[src/rtl/spi_frame_receiver_pkg.sv]
// Shared types and constants for the SPI frame receiver: FSM states, frame layout, counter limits.
package spi_frame_pkg;

    localparam int FRAME_BITS = 16;
    localparam int ADDR_W     = 7;
    localparam int DATA_W     = 8;
    localparam int RW_BIT     = 15;
    localparam int ADDR_MSB   = 14;
    localparam int ADDR_LSB   = 8;
    localparam int CNT_W      = 5;
    localparam int STAT_W     = 8;

    // 17 means "more than FRAME_BITS edges were seen"
    localparam logic [CNT_W-1:0] CNT_SAT = 5'd17;

    typedef enum logic [1:0] {
        IDLE   = 2'd0,
        SHIFT  = 2'd1,
        COMMIT = 2'd2
    } rx_state_t;

    function automatic logic frame_ok(input logic [CNT_W-1:0] bit_cnt,
                                      input logic [ADDR_W-1:0] addr,
                                      input int max_addr);
        return (bit_cnt == CNT_W'(FRAME_BITS)) && (int'(addr) <= max_addr);
    endfunction

endpackage

[src/rtl/spi_frame_receiver_if.sv]
// Validated-frame bus between the SPI receiver (master) and the register bank (slave).
interface spi_frame_receiver_if;
    import spi_frame_pkg::*;

    logic              frame_valid;
    logic              frame_rw;
    logic [ADDR_W-1:0] frame_addr;
    logic [DATA_W-1:0] frame_data;
    logic              frame_err;

    modport master (
        output frame_valid,
        output frame_rw,
        output frame_addr,
        output frame_data,
        output frame_err
    );

    modport slave (
        input frame_valid,
        input frame_rw,
        input frame_addr,
        input frame_data,
        input frame_err
    );

endinterface

[src/rtl/spi_frame_receiver_pin_sync.sv]
// pin_sync_edge: SYNC_STAGES-deep pin synchroniser plus a history flop for rise/fall detection.
module pin_sync_edge #(
    parameter int   SYNC_STAGES = 2,
    parameter logic RESET_VAL   = 1'b0
) (
    input  logic clk,
    input  logic rst_n,
    input  logic pin,
    output logic level,
    output logic rise,
    output logic fall
);

    logic [SYNC_STAGES-1:0] sync_reg;
    logic [SYNC_STAGES-1:0] sync_next;
    logic                   hist_reg;

    assign sync_next[0] = pin;

    generate
        for (genvar gi = 1; gi < SYNC_STAGES; gi++) begin : g_chain
            assign sync_next[gi] = sync_reg[gi-1];
        end
    endgenerate

    always_ff @(posedge clk or negedge rst_n) begin
        if (!rst_n) begin
            sync_reg <= {SYNC_STAGES{RESET_VAL}};
            hist_reg <= RESET_VAL;
        end else begin
            sync_reg <= sync_next;
            hist_reg <= sync_reg[SYNC_STAGES-1];
        end
    end

    assign level = sync_reg[SYNC_STAGES-1];
    assign rise  = level & ~hist_reg;
    assign fall  = ~level & hist_reg;

endmodule

[src/rtl/spi_frame_receiver.sv]
// SPI mode-0 slave front end: synchronises pins, deserialises 16-bit frames, emits validated commits.
// Optional frame/error statistics counters are enabled by defining SPI_FRAME_RX_STATS_EN.
module spi_frame_receiver
    import spi_frame_pkg::*;
#(
    parameter int SYNC_STAGES = 2,
    parameter int MAX_ADDR    = 4
) (
    input  logic clk,
    input  logic rst_n,
    input  logic ncs,
    input  logic sclk,
    input  logic copi,
    spi_frame_receiver_if.master frame_bus
`ifdef SPI_FRAME_RX_STATS_EN
    ,
    output logic [STAT_W-1:0] frame_cnt,
    output logic [STAT_W-1:0] err_cnt
`endif
);

    logic ncs_level, ncs_rise, ncs_fall;
    logic sclk_rise;
    logic copi_level;
    logic sclk_level_unused, sclk_fall_unused, copi_rise_unused, copi_fall_unused;

    pin_sync_edge #(.SYNC_STAGES(SYNC_STAGES), .RESET_VAL(1'b1)) u_ncs_sync (
        .clk   (clk),
        .rst_n (rst_n),
        .pin   (ncs),
        .level (ncs_level),
        .rise  (ncs_rise),
        .fall  (ncs_fall)
    );

    pin_sync_edge #(.SYNC_STAGES(SYNC_STAGES), .RESET_VAL(1'b0)) u_sclk_sync (
        .clk   (clk),
        .rst_n (rst_n),
        .pin   (sclk),
        .level (sclk_level_unused),
        .rise  (sclk_rise),
        .fall  (sclk_fall_unused)
    );

    pin_sync_edge #(.SYNC_STAGES(SYNC_STAGES), .RESET_VAL(1'b0)) u_copi_sync (
        .clk   (clk),
        .rst_n (rst_n),
        .pin   (copi),
        .level (copi_level),
        .rise  (copi_rise_unused),
        .fall  (copi_fall_unused)
    );

    // The ncs chain resets high, so a pin held low across reset release would look like a fall.
    // Frames are only armed once the flushed synchroniser has actually observed ncs high.
    logic [SYNC_STAGES-1:0] settle_reg;
    logic                   armed_reg;

    always_ff @(posedge clk or negedge rst_n) begin
        if (!rst_n) begin
            settle_reg <= '0;
            armed_reg  <= 1'b0;
        end else begin
            settle_reg <= {settle_reg[SYNC_STAGES-2:0], 1'b1};
            if (settle_reg[SYNC_STAGES-1] && ncs_level) begin
                armed_reg <= 1'b1;
            end
        end
    end

    rx_state_t               state_reg;
    logic [FRAME_BITS-1:0]   shift_reg;
    logic [CNT_W-1:0]        bit_cnt_reg;
    logic                    frame_valid_reg;
    logic                    frame_err_reg;
    logic                    frame_rw_reg;
    logic [ADDR_W-1:0]       frame_addr_reg;
    logic [DATA_W-1:0]       frame_data_reg;

    always_ff @(posedge clk or negedge rst_n) begin
        if (!rst_n) begin
            state_reg       <= IDLE;
            shift_reg       <= '0;
            bit_cnt_reg     <= '0;
            frame_valid_reg <= 1'b0;
            frame_err_reg   <= 1'b0;
            frame_rw_reg    <= 1'b0;
            frame_addr_reg  <= '0;
            frame_data_reg  <= '0;
        end else begin
            frame_valid_reg <= 1'b0;
            frame_err_reg   <= 1'b0;
            case (state_reg)
                IDLE: begin
                    if (ncs_fall && armed_reg) begin
                        state_reg   <= SHIFT;
                        shift_reg   <= '0;
                        bit_cnt_reg <= '0;
                    end
                end
                SHIFT: begin
                    // ncs_rise takes priority: a coincident sclk edge is dropped
                    if (ncs_rise) begin
                        state_reg <= COMMIT;
                    end else if (sclk_rise) begin
                        shift_reg <= {shift_reg[FRAME_BITS-2:0], copi_level};
                        if (bit_cnt_reg != CNT_SAT) begin
                            bit_cnt_reg <= bit_cnt_reg + 1'b1;
                        end
                    end
                end
                COMMIT: begin
                    state_reg <= IDLE;
                    if (frame_ok(bit_cnt_reg, shift_reg[ADDR_MSB:ADDR_LSB], MAX_ADDR)) begin
                        frame_valid_reg <= 1'b1;
                        frame_rw_reg    <= shift_reg[RW_BIT];
                        frame_addr_reg  <= shift_reg[ADDR_MSB:ADDR_LSB];
                        frame_data_reg  <= shift_reg[DATA_W-1:0];
                    end else begin
                        frame_err_reg   <= 1'b1;
                    end
                end
                default: state_reg <= IDLE;
            endcase
        end
    end

    assign frame_bus.frame_valid = frame_valid_reg;
    assign frame_bus.frame_err   = frame_err_reg;
    assign frame_bus.frame_rw    = frame_rw_reg;
    assign frame_bus.frame_addr  = frame_addr_reg;
    assign frame_bus.frame_data  = frame_data_reg;

`ifdef SPI_FRAME_RX_STATS_EN
    logic [STAT_W-1:0] frame_cnt_reg;
    logic [STAT_W-1:0] err_cnt_reg;

    always_ff @(posedge clk or negedge rst_n) begin
        if (!rst_n) begin
            frame_cnt_reg <= '0;
            err_cnt_reg   <= '0;
        end else begin
            if (frame_valid_reg && (frame_cnt_reg != {STAT_W{1'b1}})) begin
                frame_cnt_reg <= frame_cnt_reg + 1'b1;
            end
            if (frame_err_reg && (err_cnt_reg != {STAT_W{1'b1}})) begin
                err_cnt_reg <= err_cnt_reg + 1'b1;
            end
        end
    end

    assign frame_cnt = frame_cnt_reg;
    assign err_cnt   = err_cnt_reg;
`endif

endmodule

[src/flat_wrapper.sv]
// flat-port wrapper written by rule: the top's interface ports become plain ports
module spi_frame_receiver_flat import spi_frame_pkg::*;
#(
    parameter int SYNC_STAGES = 2,
    parameter int MAX_ADDR    = 4
)
  (clk, rst_n, ncs, sclk, copi, frame_bus_frame_valid, frame_bus_frame_rw, frame_bus_frame_addr, frame_bus_frame_data, frame_bus_frame_err);
  spi_frame_receiver_if frame_bus_i ();
  input  logic clk;
  input  logic rst_n;
  input  logic ncs;
  input  logic sclk;
  input  logic copi;
  output wire logic [$bits(frame_bus_i.frame_valid)-1:0] frame_bus_frame_valid;
  output wire logic [$bits(frame_bus_i.frame_rw)-1:0] frame_bus_frame_rw;
  output wire logic [$bits(frame_bus_i.frame_addr)-1:0] frame_bus_frame_addr;
  output wire logic [$bits(frame_bus_i.frame_data)-1:0] frame_bus_frame_data;
  output wire logic [$bits(frame_bus_i.frame_err)-1:0] frame_bus_frame_err;
  assign frame_bus_frame_valid = frame_bus_i.frame_valid;
  assign frame_bus_frame_rw = frame_bus_i.frame_rw;
  assign frame_bus_frame_addr = frame_bus_i.frame_addr;
  assign frame_bus_frame_data = frame_bus_i.frame_data;
  assign frame_bus_frame_err = frame_bus_i.frame_err;
  spi_frame_receiver #(.SYNC_STAGES(SYNC_STAGES), .MAX_ADDR(MAX_ADDR)) u_core (.clk(clk), .rst_n(rst_n), .ncs(ncs), .sclk(sclk), .copi(copi), .frame_bus(frame_bus_i));
endmodule
[config.mk]
export PLATFORM = sky130hd
export DESIGN_NAME = spi_frame_receiver_flat
export DESIGN_NICKNAME = d
export VERILOG_FILES = /design/src/rtl/spi_frame_receiver_pkg.sv /design/src/rtl/spi_frame_receiver_if.sv /design/src/rtl/spi_frame_receiver_pin_sync.sv /design/src/rtl/spi_frame_receiver.sv /design/src/flat_wrapper.sv
export SDC_FILE = /design/constraint.sdc
export NUM_CORES = 1
export LEC_CHECK = 0
export CAP_MARGIN = 20
export CORE_AREA = 2 2 57 86
export CTS_CLUSTER_DIAMETER = 30
export CTS_CLUSTER_SIZE = 28
export DETAILED_ROUTE_END_ITERATION = 7
export DIE_AREA = 0 0 59 88
export HOLD_SLACK_MARGIN = 0.12
export PLACE_DENSITY = 0.65
export SLEW_MARGIN = 5
export SYNTH_ARGS = -nofsm -noshare
export SYNTH_HDL_FRONTEND = slang
export SYNTH_SLANG_ARGS = --single-unit
[constraint.sdc]
create_clock -name clk -period 3.71 [get_ports clk]
set_clock_uncertainty 0.05 [all_clocks]
set_input_delay 0.742 -clock clk [delete_from_list [all_inputs] [get_ports clk]]
set_output_delay 0.742 -clock clk [all_outputs]
set_load 0.02 [all_outputs]
[Word level (Yosys, flattened, before mapping)]
Index checks and enable logic that the tools add are counted.
Cells by class
  div/mod/pow operators: 0
  mux-type cells: 16
  shift operators: 0
  order comparisons: 1
  bitwise gates (word level): 6
  equal/unequal tests: 9
  $add $sub $neg: 1
  reductions and logical operators: 9
  $mul: 0
Operator list (number)
  16-bit two-way mux: 3
  16-bit one-hot mux with 2 select lines: 1
  5-bit two-way mux: 4
  5-bit one-hot mux with 2 select lines: 1
  2-bit by 1-bit != test with 1-bit output, second input constant: 4
  7-bit by 3-bit less-or-equal comparator with 1-bit output, second input constant: 1
  5-bit by 1-bit adder with 5-bit output, second input constant: 1
  5-bit equality test, second input constant: 1
  5-bit != test, second input constant: 1
  5-bit AND reduction: 1
  1-bit two-way mux: 4
  2-bit two-way mux: 2
  2-bit one-hot mux with 2 select lines: 1
  2-bit AND reduction: 2
  4-bit AND reduction: 1
  1-bit bitwise AND: 3
  1-bit logical AND: 3
  1-bit inverter: 3
  2-bit by 1-bit equality test with 1-bit output, second input constant: 1
  2-bit equality test, second input constant: 1
  2-bit logical NOT: 1
  2-bit != test, second input constant: 1
  2-bit nonzero test: 1
Storage, ports and cells
  bits in latches: 0
  bits of input ports: 5
  bits in writable memories: 0
  memory bits (read-only): 0
  word-level logic and storage cells: 57
  bits in registers: 52
  output and inout bits: 18
  memories: 0

[Longest topological paths before layout]
Gate-level depths: netlist of run 1.
  word-level depth: 5
  gate-level depth with buffers: 6

[Cells and area by module]
From an unflattened synthesis of run 1, not the netlist that was laid out.
Second synthesis, totals
  cell total of the unflattened synthesis: 169
  area, all modules: 2209.6 um^2
Modules (own cells, without submodules)
  spi_frame_receiver: times used 1, cells each 154, area each 1935.6 um^2
  pin_sync_edge (u_core.u_copi_sync ...): times used 2, cells each 5, area each 90.1 um^2
  pin_sync_edge (u_core.u_ncs_sync): times used 1, cells each 5, area each 93.8 um^2

[Least setup slack after synthesis of run 1]
Ideal clock, no wire load.
  path type: register to register
  start: register u_core.shift_reg[11]
  end: register u_core.frame_addr_reg[0] (netlist: u_core.frame_bus.frame_addr[0])
  path buffers: 1
  setup slack: 1845 ps
  cell stages (with the launch flop): 6
  library setup time: 125 ps
  data arrival time: 1691 ps
  cell sequence: dfrtp_1 > nor4_1 > nand4_1 > nor3b_4 > buf_6 > mux2_2
Between the ends
  cells in the longest elaborated chain, start to end: 3
RTL lines
  start: declaration: line spi_frame_receiver.sv:72  | logic [FRAME_BITS-1:0] shift_reg;
  start signal: assignment: line spi_frame_receiver.sv:106  | shift_reg <= {shift_reg[FRAME_BITS-2:0], copi_level};
  7-bit by 3-bit less-or-equal comparator with 1-bit output: line spi_frame_receiver_pkg.sv:25  | return (bit_cnt == CNT_W'(FRAME_BITS)) && (int'(addr) <= max_addr);
  1-bit logical AND: line spi_frame_receiver_pkg.sv:25
  2-bit AND reduction (no source line)
  end signal: assignment: line spi_frame_receiver.sv:117  | frame_addr_reg <= shift_reg[ADDR_MSB:ADDR_LSB];
  end: declaration: line spi_frame_receiver.sv:77  | logic [ADDR_W-1:0] frame_addr_reg;
No other way between the ends.
A chain may end at the register's enable or synchronous reset.

[Worst setup path after layout of run 1]
  start: register u_core.shift_reg[11]
  end: register u_core.frame_data_reg[2] (netlist: u_core.frame_bus.frame_data[2])
Between the ends
  cells in the longest elaborated chain, start to end: 3
RTL lines
  7-bit by 3-bit less-or-equal comparator with 1-bit output: line spi_frame_receiver_pkg.sv:25
  1-bit logical AND: line spi_frame_receiver_pkg.sv:25
  2-bit AND reduction (no source line)
  end signal: assignment: line spi_frame_receiver.sv:118  | frame_data_reg <= shift_reg[DATA_W-1:0];
  end: declaration: line spi_frame_receiver.sv:78  | logic [DATA_W-1:0] frame_data_reg;
No other way between the ends.

==> flow_metrics.env, run 1 <==
export IMPL_grt_pass1_vias=1241
export IMPL_cts_resized=0
export IMPL_io_buffers=22
export IMPL_ys_warn_count=0
export IMPL_seqPwrFrac_pct=60.2
export IMPL_hold_violations=0
export IMPL_fin_crit_sh_pct=61.1
export IMPL_die_w_um=59
export IMPL_arrival_ps=2400
export IMPL_use_met2_pct=23.3
export IMPL_syn_area_um2=1960
export IMPL_cp_required_ps=3850
export IMPL_area_growth_syn_to_layout_pct=17.4
export IMPL_io_pins=23
export IMPL_fp_coreArea_um2=4430
export IMPL_rows=30
export IMPL_antenna_found_initial=0
export IMPL_grt_pass1_wl_um=5600
export IMPL_numCtsBuffers=5
export IMPL_r2r_slack_ps=1440
export IMPL_firstDrtPassIters=4
export IMPL_cts_tree="built"
export IMPL_die_area_um2=5190
export IMPL_end_kind="flip-flop"
export IMPL_numClockSinks=52
export IMPL_gp_congestion=0.711
export IMPL_period_minus_slack_ps=2270
export IMPL_grt_use_met1_pct=17.3
export IMPL_antenna_cells=0
export IMPL_worst_slack_ps=1440
export IMPL_wl_um=3120
export IMPL_synthFlopType="dfrtp_1"
export IMPL_maxCapViolCount=0
export IMPL_via_per_inst=5.52
export IMPL_slew_violations=0
export IMPL_switchingPower_mw=0.268
export IMPL_drc=0
export IMPL_max_slew_margin_rel_pct=29.9
export IMPL_vias=1132
export IMPL_wl_per_cell_um=15.2
export IMPL_synthTopCellsByArea="dfrtp_1, a22o_1, mux2_2"
export IMPL_syn_area_per_cell_um2=15.0
export IMPL_run_status="finished clean"
export IMPL_cts_clk_slew_worst_paths_ps=80
export IMPL_hp_class="reg -> reg"
export IMPL_ir_drop_uv=290
export IMPL_dp_slack_ps=1470
export IMPL_drtIter0Drc=27
export IMPL_grtUsageMet3_pct=3.99
export IMPL_rsz0062_at_grt="false"
export IMPL_setup_viol=0
export IMPL_intPower_mw=0.767
export IMPL_root_buffer="clkbuf_8"
export IMPL_crit_path_start_kind="flip-flop"
export IMPL_swShare_pct=25.9
export IMPL_worstSetupPathType="reg -> reg"
export IMPL_grt_overflow=0
export IMPL_synth_nets=139
export IMPL_p_clk_share_pct=28.7
export IMPL_final_cell_mix="dfrtp_1, clkdlybuf4s50_1, a22o_1, mux2_2"
export IMPL_synth_top_cell_by_area="dfrtp_1"
export IMPL_p_leak_nw=1.08
export IMPL_busiest_layer="met2"
export IMPL_clkLatencyLatePin_ps=300
export IMPL_cts_setup_buffers=0
export IMPL_grt_max_degree=53
export IMPL_clockBufferDepth=2
export IMPL_syn_inst=131
export IMPL_drtAntennaViolNets=0
export IMPL_yosys_area_top_type_share_pct=62.5
export IMPL_ys_seq_elements=52
export IMPL_track_usage_pct=14.3
export IMPL_cp_max_fo=17
export IMPL_yosysSeqAreaShare_pct=66.6
export IMPL_combPwrFrac_pct=11.1
export IMPL_htree_levels=2
export IMPL_synth_async_sr_flop_share_pct=100
export IMPL_tns_ps=0
export IMPL_whs_path_depth=0
export IMPL_dieHeight_um=88
export IMPL_reg2reg_depth=4
export IMPL_max_freq_mhz=441
export IMPL_largest_reg_flops=16
export IMPL_tightestPinTransition_ps=1050
export IMPL_synth_edf_count=0
export IMPL_n_fill_cell=402
export IMPL_layout_nets=165
export IMPL_ctsHoldBuffers=0
export IMPL_final_common_cell="dfrtp_1"
export IMPL_hpwl_um=2020
export IMPL_start_util_pct=44.3
export IMPL_yosysUniqueCellTypes=35
export IMPL_powerDensity_nw_per_um2=450
export IMPL_drive_above_1_share_pct=18.5
[worst paths after layout]
path	start	endpoint
worst min-delay path	u_core.u_sclk_sync.sync_reg[0]	u_core.u_sclk_sync.sync_reg[1]
worst max-delay path	u_core.shift_reg[11]	u_core.frame_bus.frame_data[2]
max in group asynchronous	rst_n	u_core.state_reg[0]
min in group asynchronous	rst_n	u_core.bit_cnt_reg[1]
worst min register to register	u_core.u_sclk_sync.sync_reg[0]	u_core.u_sclk_sync.sync_reg[1]
worst max register to register	u_core.shift_reg[11]	u_core.frame_bus.frame_data[2]
[logic make-up after synthesis]
group | count (synthesis) | synth area share [%]
AOI/OAI and AO/OA | 29 | 11.9
xor gates and xnor gates | 2 | 0.894
adders and majority gates | 3 | 1.91
buffers and inverters | 7 | 2.23
DFF | 52 | 66.6
muxes | 13 | 7.40
other | 1 | 0.191
and+or+nand+nor | 24 | 8.93
[per-stage QoR]
step / utilization [%] / hold WS (ps) / power [mW] / instance area [µm²] / std cells
floorplan: - / 281 / 0.708 / 1960 / 131
global placement: 49.7 / 282 / 0.744 / 2200 / 197
detailed placement: 49.7 / 286 / 0.749 / 2200 / 197
CTS: 51.5 / 306 / 1.05 / 2280 / 204
global route: 51.9 / 313 / 1.10 / 2300 / 205
finish: 51.9 / 302 / 1.03 / 2300 / 205
[synthesized netlist by cell type, drive strengths merged, types with 2 or more instances]
library cell	number
a31oi	2
and2b	2
nor3b	2
buf	4
nand4	2
o21ai	5
o41ai	2
nand2	2
ha	3
dfstp	3
a22o	16
nor2b	3
inv	3
nor4	2
nand3	2
dfrtp	49
mux2	12
and4bb	2
nor2	3
[worst max-delay path: stages (launching register included)]
cell     delay (ps)
dfrtp_1         410
nor4_1          360
nand4_1         220
nor3b_4         700
mux2_2          410
[layer usage]
layer | routed length [µm] | share of wire, % | up-vias
met2 | 1590 | 51 | 29
met1 | 1340 | 43 | 572
met3 | 132 | 4.2 | 6
li1 | - | - | 525
met4 | 63 | 2.0 | 0
met5 | 0 | 0 | -
[area by class of cell]
cell class / instances / area, µm² / share of cell area, %
flip-flops and latches: 52 / 1310 / 56.7
multi-input cells: 72 / 612 / 26.6
repair buffers: 23 / 235 / 10.2
clock buffers: 6 / 72.6 / 3.15
well taps: 48 / 60.1 / 2.61
inverters: 3 / 11.3 / 0.489
clock inverters: 1 / 5.00 / 0.218
[power by group through the flow]
| stage | clock network [mW] | logic, mW | registers [mW] |
|---|---|---|---|
| 2_1_floorplan | 0 | 0.0804 | 0.628 |
| 3_3_place_gp | 0 | 0.110 | 0.634 |
| 3_5_place_dp | 0 | 0.115 | 0.634 |
| 4_1_cts | 0.312 | 0.115 | 0.624 |
| 5_1_grt | 0.331 | 0.134 | 0.630 |
| 6_report | 0.297 | 0.115 | 0.623 |
Note: power is estimated with default switching activity, not from simulation.
==> inputs of run 2 (changes only) <==
--- a/config.mk
+++ b/config.mk
@@ -12,7 +12,7 @@
 export DETAILED_ROUTE_END_ITERATION = 7
 export DIE_AREA = 0 0 59 88
 export HOLD_SLACK_MARGIN = 0.12
-export PLACE_DENSITY = 0.65
+export PLACE_DENSITY = 0.68
 export SLEW_MARGIN = 5
 export SYNTH_ARGS = -nofsm -noshare
 export SYNTH_HDL_FRONTEND = slang
==> constraint.sdc (replaced) <==
create_clock -name clk -period 2 [get_ports clk]
set_clock_uncertainty 0.05 [all_clocks]
set_input_delay 0.4 -clock clk [delete_from_list [all_inputs] [get_ports clk]]
set_output_delay 0.4 -clock clk [all_outputs]
set_load 0.02 [all_outputs]
==> run 2 against run 1 <==
Total power increased by 95%. Critical endpoint unchanged. Final cell count increased by 2.9%. Via count increased by 1.9%. Highest routed layer unchanged. Fmax increased by 20%. Clock power increased by 110%.
==> flow_metrics.env, run 2 (same netlist as run 1, synthesis figures left out) <==
export IMPL_fp_coreArea_um2=4430
export IMPL_max_freq_mhz=529
export IMPL_dp_slack_ps=46.0
export IMPL_ir_drop_uv=540
export IMPL_period_minus_slack_ps=1890
export IMPL_hp_class="reg -> reg"
export IMPL_wl_per_cell_um=15.1
export IMPL_whs_path_depth=0
export IMPL_reg2reg_depth=5
export IMPL_drtAntennaViolNets=0
export IMPL_vias=1154
export IMPL_powerDensity_nw_per_um2=841
export IMPL_drive_above_1_share_pct=22.7
export IMPL_grt_max_degree=28
export IMPL_area_growth_syn_to_layout_pct=22.1
export IMPL_gp_congestion=0.800
export IMPL_use_met2_pct=22.0
export IMPL_numCtsBuffers=5
export IMPL_drc=0
export IMPL_grt_use_met1_pct=18.8
export IMPL_via_per_inst=5.47
export IMPL_largest_reg_flops=16
export IMPL_final_common_cell="dfrtp_1"
export IMPL_grt_pass1_vias=1205
export IMPL_min_from="u_core.u_copi_sync.sync_reg[0]"
export IMPL_power_mw=2.01
export IMPL_min_to="u_core.u_copi_sync.sync_reg[1]"
export IMPL_io_pins=23
export IMPL_n_fill_cell=391
export IMPL_antenna_found_initial=0
export IMPL_busiest_layer="met2"
export IMPL_final_cell_mix="dfrtp_1, clkdlybuf4s50_1, a22o_1, mux2_2, clkbuf_8"
export IMPL_p_clk_share_pct=30.7
export IMPL_r2r_slack_ps=110
export IMPL_cts_clk_slew_worst_paths_ps=100
export IMPL_cp_required_ps=2140
export IMPL_setup_viol=0
export IMPL_numClockSinks=52
export IMPL_max_slew_margin_rel_pct=58.8
export IMPL_switchingPower_mw=0.522
export IMPL_rows=30
export IMPL_multi_input_area_um2=621
export IMPL_combPwrFrac_pct=12.0
export IMPL_crit_path_start_kind="flip-flop"
export IMPL_drtIter0Drc=14
export IMPL_worstSetupStartpoint="u_core.shift_reg[11]"
export IMPL_intPower_mw=1.49
export IMPL_seqPwrFrac_pct=57.2
export IMPL_p_leak_nw=1.12
export IMPL_worstSetupPathType="reg -> reg"
export IMPL_finalInstanceArea_um2=2390
export IMPL_arrival_ps=2030
export IMPL_start_util_pct=44.3
export IMPL_grtUsageMet3_pct=3.99
export IMPL_wl_um=3190
export IMPL_cts_setup_buffers=0
export IMPL_cts_tree="built"
export IMPL_layout_nets=170
export IMPL_run_status="finished clean"
export IMPL_firstDrtPassIters=4
export IMPL_track_usage_pct=14.0
export IMPL_hold_violations=0
export IMPL_r2r_end="u_core.frame_bus.frame_data[2]"
export IMPL_clockBufferDepth=2
export IMPL_io_buffers=22
export IMPL_slew_violations=0
export IMPL_antenna_cells=0
export IMPL_grt_pass1_wl_um=5480
export IMPL_root_buffer="clkbuf_8"
export IMPL_fin_crit_sh_pct=94.5
export IMPL_hpwl_um=2200
export IMPL_die_w_um=59
export IMPL_htree_levels=2
export IMPL_maxCapViolCount=0
export IMPL_worst_slack_ps=110
export IMPL_clkLatencyLatePin_ps=300
export IMPL_swShare_pct=25.9
export IMPL_tightestPinTransition_ps=617
export IMPL_end_kind="flip-flop"
export IMPL_placed_area_um2=2280
export IMPL_dieHeight_um=88
export IMPL_die_area_um2=5190
export IMPL_cp_max_fo=17
export IMPL_worstReg2RegStart="u_core.shift_reg[11]"
export IMPL_regArea_um2=1310
export IMPL_grt_overflow=0
-- run 2: how the worst max path moves through the flow --
| stage | endpoint | slack, ps | cells past startpoint |
|---|---|---|---|
| floorplan | u_core.frame_bus.frame_addr[0] | 130 | 5 |
| global placement | u_core.frame_bus.frame_data[3] | 120 | 5 |
| detailed placement | u_core.shift_reg[7] | 50 | 4 |
| CTS | u_core.shift_reg[7] | 20 | 4 |
| global route | u_core.frame_bus.frame_data[6] | -10 | 5 |
| finish | u_core.frame_bus.frame_data[2] | 110 | 5 |
-- run 2: layer usage --
metal,vias to the layer above,share of wire [%]
li1,537,-
met1,592,43
met2,20,53
met3,5,2.3
met4,0,1.2
met5,-,0
-- run 2: cell type report --
class | instances | share of cell area [%]
Clock buffer | 6 | 3.45
Multi-Input combinational cell | 72 | 25.9
Tap cell | 48 | 2.51
Inverter | 3 | 0.470
Clock inverter | 2 | 0.575
Timing Repair Buffer | 28 | 12.5
Sequential cell | 52 | 54.5
-- run 2: critical path, cell delays in order (launching register included) --
cell	delay (ps)
dfrtp_1	430
nor4_2	310
nand4_1	200
nor3b_4	270
buf_12	170
mux2_2	340
-- run 2: metrics by stage --
stage / hold WS, ps / util [%] / TNS (ps) / std cells
after floorplan: 54.4 / - / 0 / 131
after global placement: 283 / 51.4 / 0 / 202
after detailed placement: 285 / 51.4 / 0 / 202
after CTS: 302 / 53.8 / 0 / 211
after global routing: 320 / 54.0 / -56.6 / 211
final: 296 / 54.0 / 0 / 211
-- run 2: power by group through the flow --
| stage | Clock [mW] | Combinational, mW | Sequential [mW] |
|---|---|---|---|
| 2_1_floorplan | 0 | 0.149 | 1.17 |
| 3_3_place_gp | 0 | 0.239 | 1.17 |
| 3_5_place_dp | 0 | 0.245 | 1.17 |
| 4_1_cts | 0.644 | 0.245 | 1.15 |
| 5_1_grt | 0.691 | 0.275 | 1.16 |
| 6_report | 0.619 | 0.242 | 1.15 |
-- run 2: repair_timing --
| item | 4_1_cts | 5_1_grt |
|---|---|---|
| hold endpoints to repair | 22 | 0 |
| gates resized for setup | 0 | 2 |
| hold buffers | 1 | 0 |
| endpoints found under the setup margin | 0 | 28 |
==> inputs of run 3 (changes only) <==
--- a/config.mk
+++ b/config.mk
@@ -8,7 +8,6 @@
 export CAP_MARGIN = 20
 export CORE_AREA = 2 2 57 86
 export CTS_CLUSTER_DIAMETER = 30
-export CTS_CLUSTER_SIZE = 28
 export DETAILED_ROUTE_END_ITERATION = 7
 export DIE_AREA = 0 0 59 88
 export HOLD_SLACK_MARGIN = 0.12
==> results of run 3 <==
Same layout as run 2: the final DEF is identical, and so are final timing and power.
